--- config.mk ---
export PLATFORM = sky130hd
export DESIGN_NAME = ps2_keyboard
export DESIGN_NICKNAME = d
export VERILOG_FILES = /design/src/rtl/ps2_keyboard.sv
export SDC_FILE = /design/constraint.sdc
export NUM_CORES = 1
export LEC_CHECK = 0
export CORE_MARGIN = 2
export CORE_UTILIZATION = 45
export CTS_BUF_LIST = sky130_fd_sc_hd__clkbuf_4
export CTS_CLUSTER_DIAMETER = 150
export CTS_CLUSTER_SIZE = 20
export DETAILED_ROUTE_END_ITERATION = 10
export PLACE_DENSITY = 0.67
export SLEW_MARGIN = 0
export SYNTH_ARGS = -nofsm -noshare
export SYNTH_HDL_FRONTEND = slang
export SYNTH_SLANG_ARGS = --single-unit
--- constraint.sdc ---
create_clock -name clk -period 2.1 [get_ports clk]
set_input_delay 0.315 -clock clk [delete_from_list [all_inputs] [get_ports clk]]
set_output_delay 0.315 -clock clk [all_outputs]
set_load 0.05 [all_outputs]
--- src/rtl/ps2_keyboard.sv ---
// rtl/ps2_keyboard.sv - PS/2 keyboard receiver with scan-code decoder and key FIFO
module ps2_keyboard #(
  parameter int          FILTER_LEN = 8,
  parameter logic [15:0] TIMEOUT    = 16'd50000,
  parameter int          DEPTH      = 4
) (
  input  logic       clk,
  input  logic       rst,
  input  logic       ps2_clk,
  input  logic       ps2_data,
  input  logic       key_get,
  output logic       key_down,
  output logic [7:0] spec_key,
  output logic       frame_err,
  output logic       overflow
);

  localparam int             FW       = $clog2(FILTER_LEN) + 1;
  localparam logic [FW-1:0]  FLT_LAST = FW'(FILTER_LEN - 1);
  localparam int             AW       = $clog2(DEPTH);
  localparam logic [AW:0]    FULL_CNT = (AW + 1)'(DEPTH);

  typedef enum logic [1:0] {F_IDLE, F_DATA, F_PARITY, F_STOP} frame_state_t;
  typedef enum logic [1:0] {D_NORM, D_EXT, D_BRK, D_EXTBRK} dec_state_t;

  // synchronizers
  logic clk_s1, clk_s2, data_s1, data_s2;

  // glitch filter
  logic [FW-1:0] flt_cnt;
  logic          fclk;
  logic          flt_flip;
  logic          fall;

  // frame receiver
  frame_state_t frame_state, frame_next;
  logic [2:0]   bit_cnt;
  logic [7:0]   shreg;
  logic         par_bit;
  logic [15:0]  tcnt;
  logic         timeout_hit;
  logic         frame_ok;
  logic         frame_bad;
  logic         rx_valid;
  logic [7:0]   rx_byte;

  // decoder
  dec_state_t dec_state, dec_next;
  logic       push;
  logic [7:0] push_code;

  // consumer handshake and FIFO
  logic          key_get_q, key_get_q2;
  logic          pop_req;
  logic [7:0]    mem [DEPTH];
  logic [AW-1:0] wr_ptr, rd_ptr;
  logic [AW:0]   count;
  logic          fifo_empty, fifo_full;
  logic          do_push, do_pop;

  // Two-flop synchronizers for both keyboard lines; idle level of the bus is 1.
  always_ff @(posedge clk or posedge rst) begin
    if (rst) begin
      clk_s1  <= 1'b1;
      clk_s2  <= 1'b1;
      data_s1 <= 1'b1;
      data_s2 <= 1'b1;
    end else begin
      clk_s1  <= ps2_clk;
      clk_s2  <= clk_s1;
      data_s1 <= ps2_data;
      data_s2 <= data_s1;
    end
  end

  // The filtered clock flips on the FILTER_LEN-th consecutive differing sample.
  assign flt_flip = (clk_s2 != fclk) && (flt_cnt == FLT_LAST);
  assign fall     = flt_flip && fclk;

  // Glitch filter: any sample equal to the current filtered level restarts the run.
  always_ff @(posedge clk or posedge rst) begin
    if (rst) begin
      fclk    <= 1'b1;
      flt_cnt <= '0;
    end else if (clk_s2 == fclk) begin
      flt_cnt <= '0;
    end else if (flt_flip) begin
      fclk    <= clk_s2;
      flt_cnt <= '0;
    end else begin
      flt_cnt <= flt_cnt + 1'b1;
    end
  end

  // A stalled frame is abandoned once TIMEOUT cycles pass without a falling edge.
  assign timeout_hit = (frame_state != F_IDLE) && !fall && (tcnt == TIMEOUT - 16'd1);

  // Frame FSM state register.
  always_ff @(posedge clk or posedge rst) begin
    if (rst) frame_state <= F_IDLE;
    else     frame_state <= frame_next;
  end

  // Frame FSM next state; the stop sample decides accept versus error.
  always_comb begin
    frame_next = frame_state;
    frame_ok   = 1'b0;
    frame_bad  = 1'b0;
    if (timeout_hit) begin
      frame_next = F_IDLE;
      frame_bad  = 1'b1;
    end else if (fall) begin
      case (frame_state)
        F_IDLE:   if (!data_s2) frame_next = F_DATA;
        F_DATA:   if (bit_cnt == 3'd7) frame_next = F_PARITY;
        F_PARITY: frame_next = F_STOP;
        F_STOP: begin
          frame_next = F_IDLE;
          if (((^shreg) ^ par_bit) && data_s2) frame_ok  = 1'b1;
          else                                 frame_bad = 1'b1;
        end
        default:  frame_next = F_IDLE;
      endcase
    end
  end

  // Frame datapath: bit shifting LSB first, parity capture and the stall timer.
  always_ff @(posedge clk or posedge rst) begin
    if (rst) begin
      bit_cnt <= 3'd0;
      shreg   <= 8'h00;
      par_bit <= 1'b0;
      tcnt    <= 16'd0;
    end else begin
      if (frame_state == F_IDLE || fall) tcnt <= 16'd0;
      else                               tcnt <= tcnt + 16'd1;
      if (fall) begin
        case (frame_state)
          F_IDLE: bit_cnt <= 3'd0;
          F_DATA: begin
            shreg   <= {data_s2, shreg[7:1]};
            bit_cnt <= bit_cnt + 3'd1;
          end
          F_PARITY: par_bit <= data_s2;
          default: ;
        endcase
      end
    end
  end

  // Accepted bytes reach the decoder one cycle after the stop sample.
  always_ff @(posedge clk or posedge rst) begin
    if (rst) begin
      rx_valid  <= 1'b0;
      rx_byte   <= 8'h00;
      frame_err <= 1'b0;
    end else begin
      rx_valid  <= frame_ok;
      rx_byte   <= shreg;
      frame_err <= frame_bad;
    end
  end

  // Decoder state register.
  always_ff @(posedge clk or posedge rst) begin
    if (rst) dec_state <= D_NORM;
    else     dec_state <= dec_next;
  end

  // Decoder: E0 prefixes extended keys, F0 marks a release whose code is swallowed.
  always_comb begin
    dec_next  = dec_state;
    push      = 1'b0;
    push_code = rx_byte;
    if (rx_valid) begin
      case (dec_state)
        D_NORM: begin
          if (rx_byte == 8'hE0)      dec_next = D_EXT;
          else if (rx_byte == 8'hF0) dec_next = D_BRK;
          else if (rx_byte != 8'hAA && rx_byte != 8'hFA) push = 1'b1;
        end
        D_EXT: begin
          if (rx_byte == 8'hF0) begin
            dec_next = D_EXTBRK;
          end else begin
            push      = 1'b1;
            push_code = rx_byte | 8'h80;
            dec_next  = D_NORM;
          end
        end
        default: dec_next = D_NORM;
      endcase
    end
  end

  // key_get is registered and edge-detected so a held request pops only once.
  always_ff @(posedge clk or posedge rst) begin
    if (rst) begin
      key_get_q  <= 1'b0;
      key_get_q2 <= 1'b0;
    end else begin
      key_get_q  <= key_get;
      key_get_q2 <= key_get_q;
    end
  end

  assign pop_req    = key_get_q && !key_get_q2;
  assign fifo_empty = (count == '0);
  assign fifo_full  = (count == FULL_CNT);
  assign do_pop     = pop_req && !fifo_empty;
  assign do_push    = push && (!fifo_full || do_pop);

  // FIFO storage; contents need no reset because count gates visibility.
  always_ff @(posedge clk) begin
    if (do_push) mem[wr_ptr] <= push_code;
  end

  // FIFO pointers, occupancy and sticky overflow flag.
  always_ff @(posedge clk or posedge rst) begin
    if (rst) begin
      wr_ptr   <= '0;
      rd_ptr   <= '0;
      count    <= '0;
      overflow <= 1'b0;
    end else begin
      if (do_push) wr_ptr <= wr_ptr + 1'b1;
      if (do_pop)  rd_ptr <= rd_ptr + 1'b1;
      case ({do_push, do_pop})
        2'b10:   count <= count + 1'b1;
        2'b01:   count <= count - 1'b1;
        default: count <= count;
      endcase
      if (push && !do_push) overflow <= 1'b1;
    end
  end

  assign key_down = !fifo_empty;
  assign spec_key = fifo_empty ? 8'h00 : mem[rd_ptr];

endmodule
==> summary.md <==
| Metric | Value |
|---|---|
| Die area | 9610 sq um |
| Async SR Flop Fraction | 0.656 |
| Pin count of the biggest net entering global routing | 46 |
| Die W | 98.0 microns |
| Commonest cells in the netlist | dfrtp_1, edfxtp_1, nor2_1 |
| Status | complete, but fails checks |
| Cell variety after synth | 46 |
| Antenna fix cells | 0 |
| Share of layout cells above drive strength 1 | 0.247 |
| Worst setup EP type | output pin |
| Post-Syn Nets | 311 |
| Post-placement setup slack | 0.0536 ns |
| FILL cells | 752 |
| RR Startpoint | flt_cnt[0]$_DFF_PP0_ |
| CTS tree | built |
| Detailed-route wire length | 6200 microns |
| Router iterations before antenna repair | 4 |
| Period utilization | 1.00 |
| First-pass GRT wire length | 10500 microns |
| Measured slew at the worst slew-check pin | 0.500 ns |
| Max cap viols | 0 |
| Power, Total | 3.17 mW |
| R2r setup slk | 0.13 ns |
| Sequential share of the synthesized area | 0.627 |
| Sink Count | 93 |
| Post-synth EDFFs | 32 |
| Crit path time final | 2.10 ns |
| DRC Markers | 0 |
| Count leader, synth | dfrtp_1 |
| Peak Freq | 476 MHz |
| Worst-case hold slack | 0.176 ns |
| FF-to-FF End | shreg[4]$_DFFE_PP0P_ |
| Crit path required time | 1.78 ns |
| Top_reg_cell synth | dfrtp_1 |
| Critical path class | flip-flop to output pin |
| Vias in the first global route | 2162 |
| Root Buffer Master | clkbuf_4 |
| Slew margin rel. | 0.665 |
| Setup ws final | -0.00204 ns |
| Initial antenna violation count | 0 |
| Setup crit start kind | flip-flop |
| DR vias | 2258 |
| Register bit total from synthesis | 93 |
| I/O pin count | 16 |
| Mapped cell area | 3980 sq um |
| RePlAce Congestion | 0.801 |
| Routed vias/inst | 5.09 |
| Total CTS buffers | 9 |
| Mean area per synthesized cell | 13.6 sq um |
| Final Skew | 0.0277 ns |
| Setup violators final | 1 |
| Area grow syn2layout | 15.3% |
| DRT iter0 DRCs | 89 |
| Worst min path class | input pin to asynchronous set/reset pin |
| Failing checks | negative setup slack |
| Area share of the largest cell type after synthesis | 0.352 |
| Antenna-violating nets left | 0 |
| Synth area leaders | dfrtp_1, edfxtp_1, mux4_2 |
| Final hold vios | 0 |
| Row cnt | 34 |
| Wirelength per Cell | 14.0 microns |
| Buffers on Ports | 15 |
| Clk slew on worst S/H paths | 0.15 ns |
| Power per cell area | 690 nW/um^2 |
| Worst skew pair latency | 0.43 ns |
| DPL Wire Length | 4240 microns |
| Initial core utilization | 0.461 |
| Final Max Tran Viols | 0 |
| Cell accounting for the most synthesized area | dfrtp_1 |
| Max Root-Sink Buffers | 2 |
| Worst reg2reg path depth | 7 |
| Final #Nets | 349 |
| Hold-fix buffers, CTS | 0 |
| All-Layer GR Usage | 0.139 |
| H-tree levels | 3 |
| Worst EP arrival | 1.79 ns |
| Yosys warns | 0 |
| Max rail drop VDD | 0.488 mV |
| Die height | 98.0 microns |
| RSZ-0062 raised after global routing | true |
| GR Overflow Total | 0 |
| Leak | 1.93 nW |
| Core area | 8640 sq um |
| Worst-path fanout max | 5 |
| Syn Inst Count | 293 |
[through the flow]
step / util / instance area (sq um) / TNS, ns / instances
global placement: 0.506 / 4370 / 0 / 422
finish: 0.532 / 4590 / -0.00204 / 444
CTS: 0.524 / 4520 / -0.0413 / 439
global route: 0.532 / 4590 / -0.450 / 444
detailed placement: 0.506 / 4370 / 0 / 422
floorplan: - / 3980 / 0 / 293
[cell usage in the layout, fill, tap and decap left out, types with 6 or more instances in the layout]
master	Yosys	layout
buf_4	0	13
edfxtp_1	32	32
xor2_1	9	9
ha_1	12	11
dfrtp_1	56	55
nand2_1	22	22
nor2b_1	10	9
xnor2_1	20	20
inv_1	11	10
nand3_1	9	9
mux4_2	8	8
buf_6	1	10
mux2_2	11	11
clkbuf_4	0	10
nor2_1	27	27
clkdlybuf4s50_1	0	6
[worst max path at each step]
stage	startpoint	endpoint	slack, ns
2_1_floorplan	rx_byte[4]$_DFF_PP0_	count[1]$_DFFE_PP0P_	0.15
3_3_place_gp	rx_byte[6]$_DFF_PP0_	count[1]$_DFFE_PP0P_	0.13
3_5_place_dp	rx_byte[6]$_DFF_PP0_	count[1]$_DFFE_PP0P_	0.05
4_1_cts	rd_ptr[0]$_DFFE_PP0P_	spec_key[5]	-0.02
5_1_grt	rd_ptr[0]$_DFFE_PP0P_	spec_key[5]	-0.07
6_report	rd_ptr[0]$_DFFE_PP0P_	spec_key[5]	-0.002
[repair_timing]
item,4_1_cts,5_1_grt
buffers inserted,1,5
pin swaps,0,2
setup endpoints to repair,8,43
gates resized for setup,12,8
[cells by family (layout without fill, tap and decap cells)]
| kind of cell | after synthesis | in the layout | synth area share |
|---|---|---|---|
| buffers and inverters | 18 | 61 | 0.0198 |
| AND/OR/NAND/NOR | 95 | 95 | 0.120 |
| flip-flops | 93 | 93 | 0.627 |
| XOR/XNOR | 29 | 29 | 0.0638 |
| AO/OA/AOI/OAI | 25 | 25 | 0.0465 |
| multiplexers | 20 | 20 | 0.0802 |
| adder cells (fa/ha/maj) | 13 | 13 | 0.0428 |
[power by group]
group | total (mW) | leakage (nW) | internal [mW] | switching, mW
Clock | 0.793 | 0.0677 | 0.247 | 0.546
Sequential | 2.04 | 1.11 | 1.96 | 0.0791
Combinational | 0.337 | 0.758 | 0.149 | 0.188
[cell type report]
class	count	area, sq um	share of cell area
Timing Repair Buffer	34	370	0.0807
Inverter	11	41.3	0.00899
Clock inverter	6	31.3	0.00681
Clock buffer	10	75.1	0.0164
Multi-Input combinational cell	182	1440	0.314
Sequential cell	93	2490	0.543
Tap cell	108	135	0.0294
[registers in the layout, indices dropped and copies added, names as in the netlist, 2 cells and up]
name,count
count,3
flt_cnt,4
wr_ptr,2
rd_ptr,2
shreg,8
tcnt,16
rx_byte,8
mem,32
bit_cnt,3
dec_state,2
frame_state,2
[layer usage]
metal,track usage,share of wire,vias to the layer above
met5,0,0,-
met4,0.0598,0.015,0
met3,0.0293,0.030,10
met2,0.228,0.51,32
met1,0.179,0.45,1117
li1,-,-,1099
[worst max-delay path: stages (launching register included)]
cell	delay, ns
dfrtp_1	0.41
buf_6	0.15
mux4_2	0.51
nor2b_4	0.14
buf_6	0.15
Power figures use the tool's default switching activity.
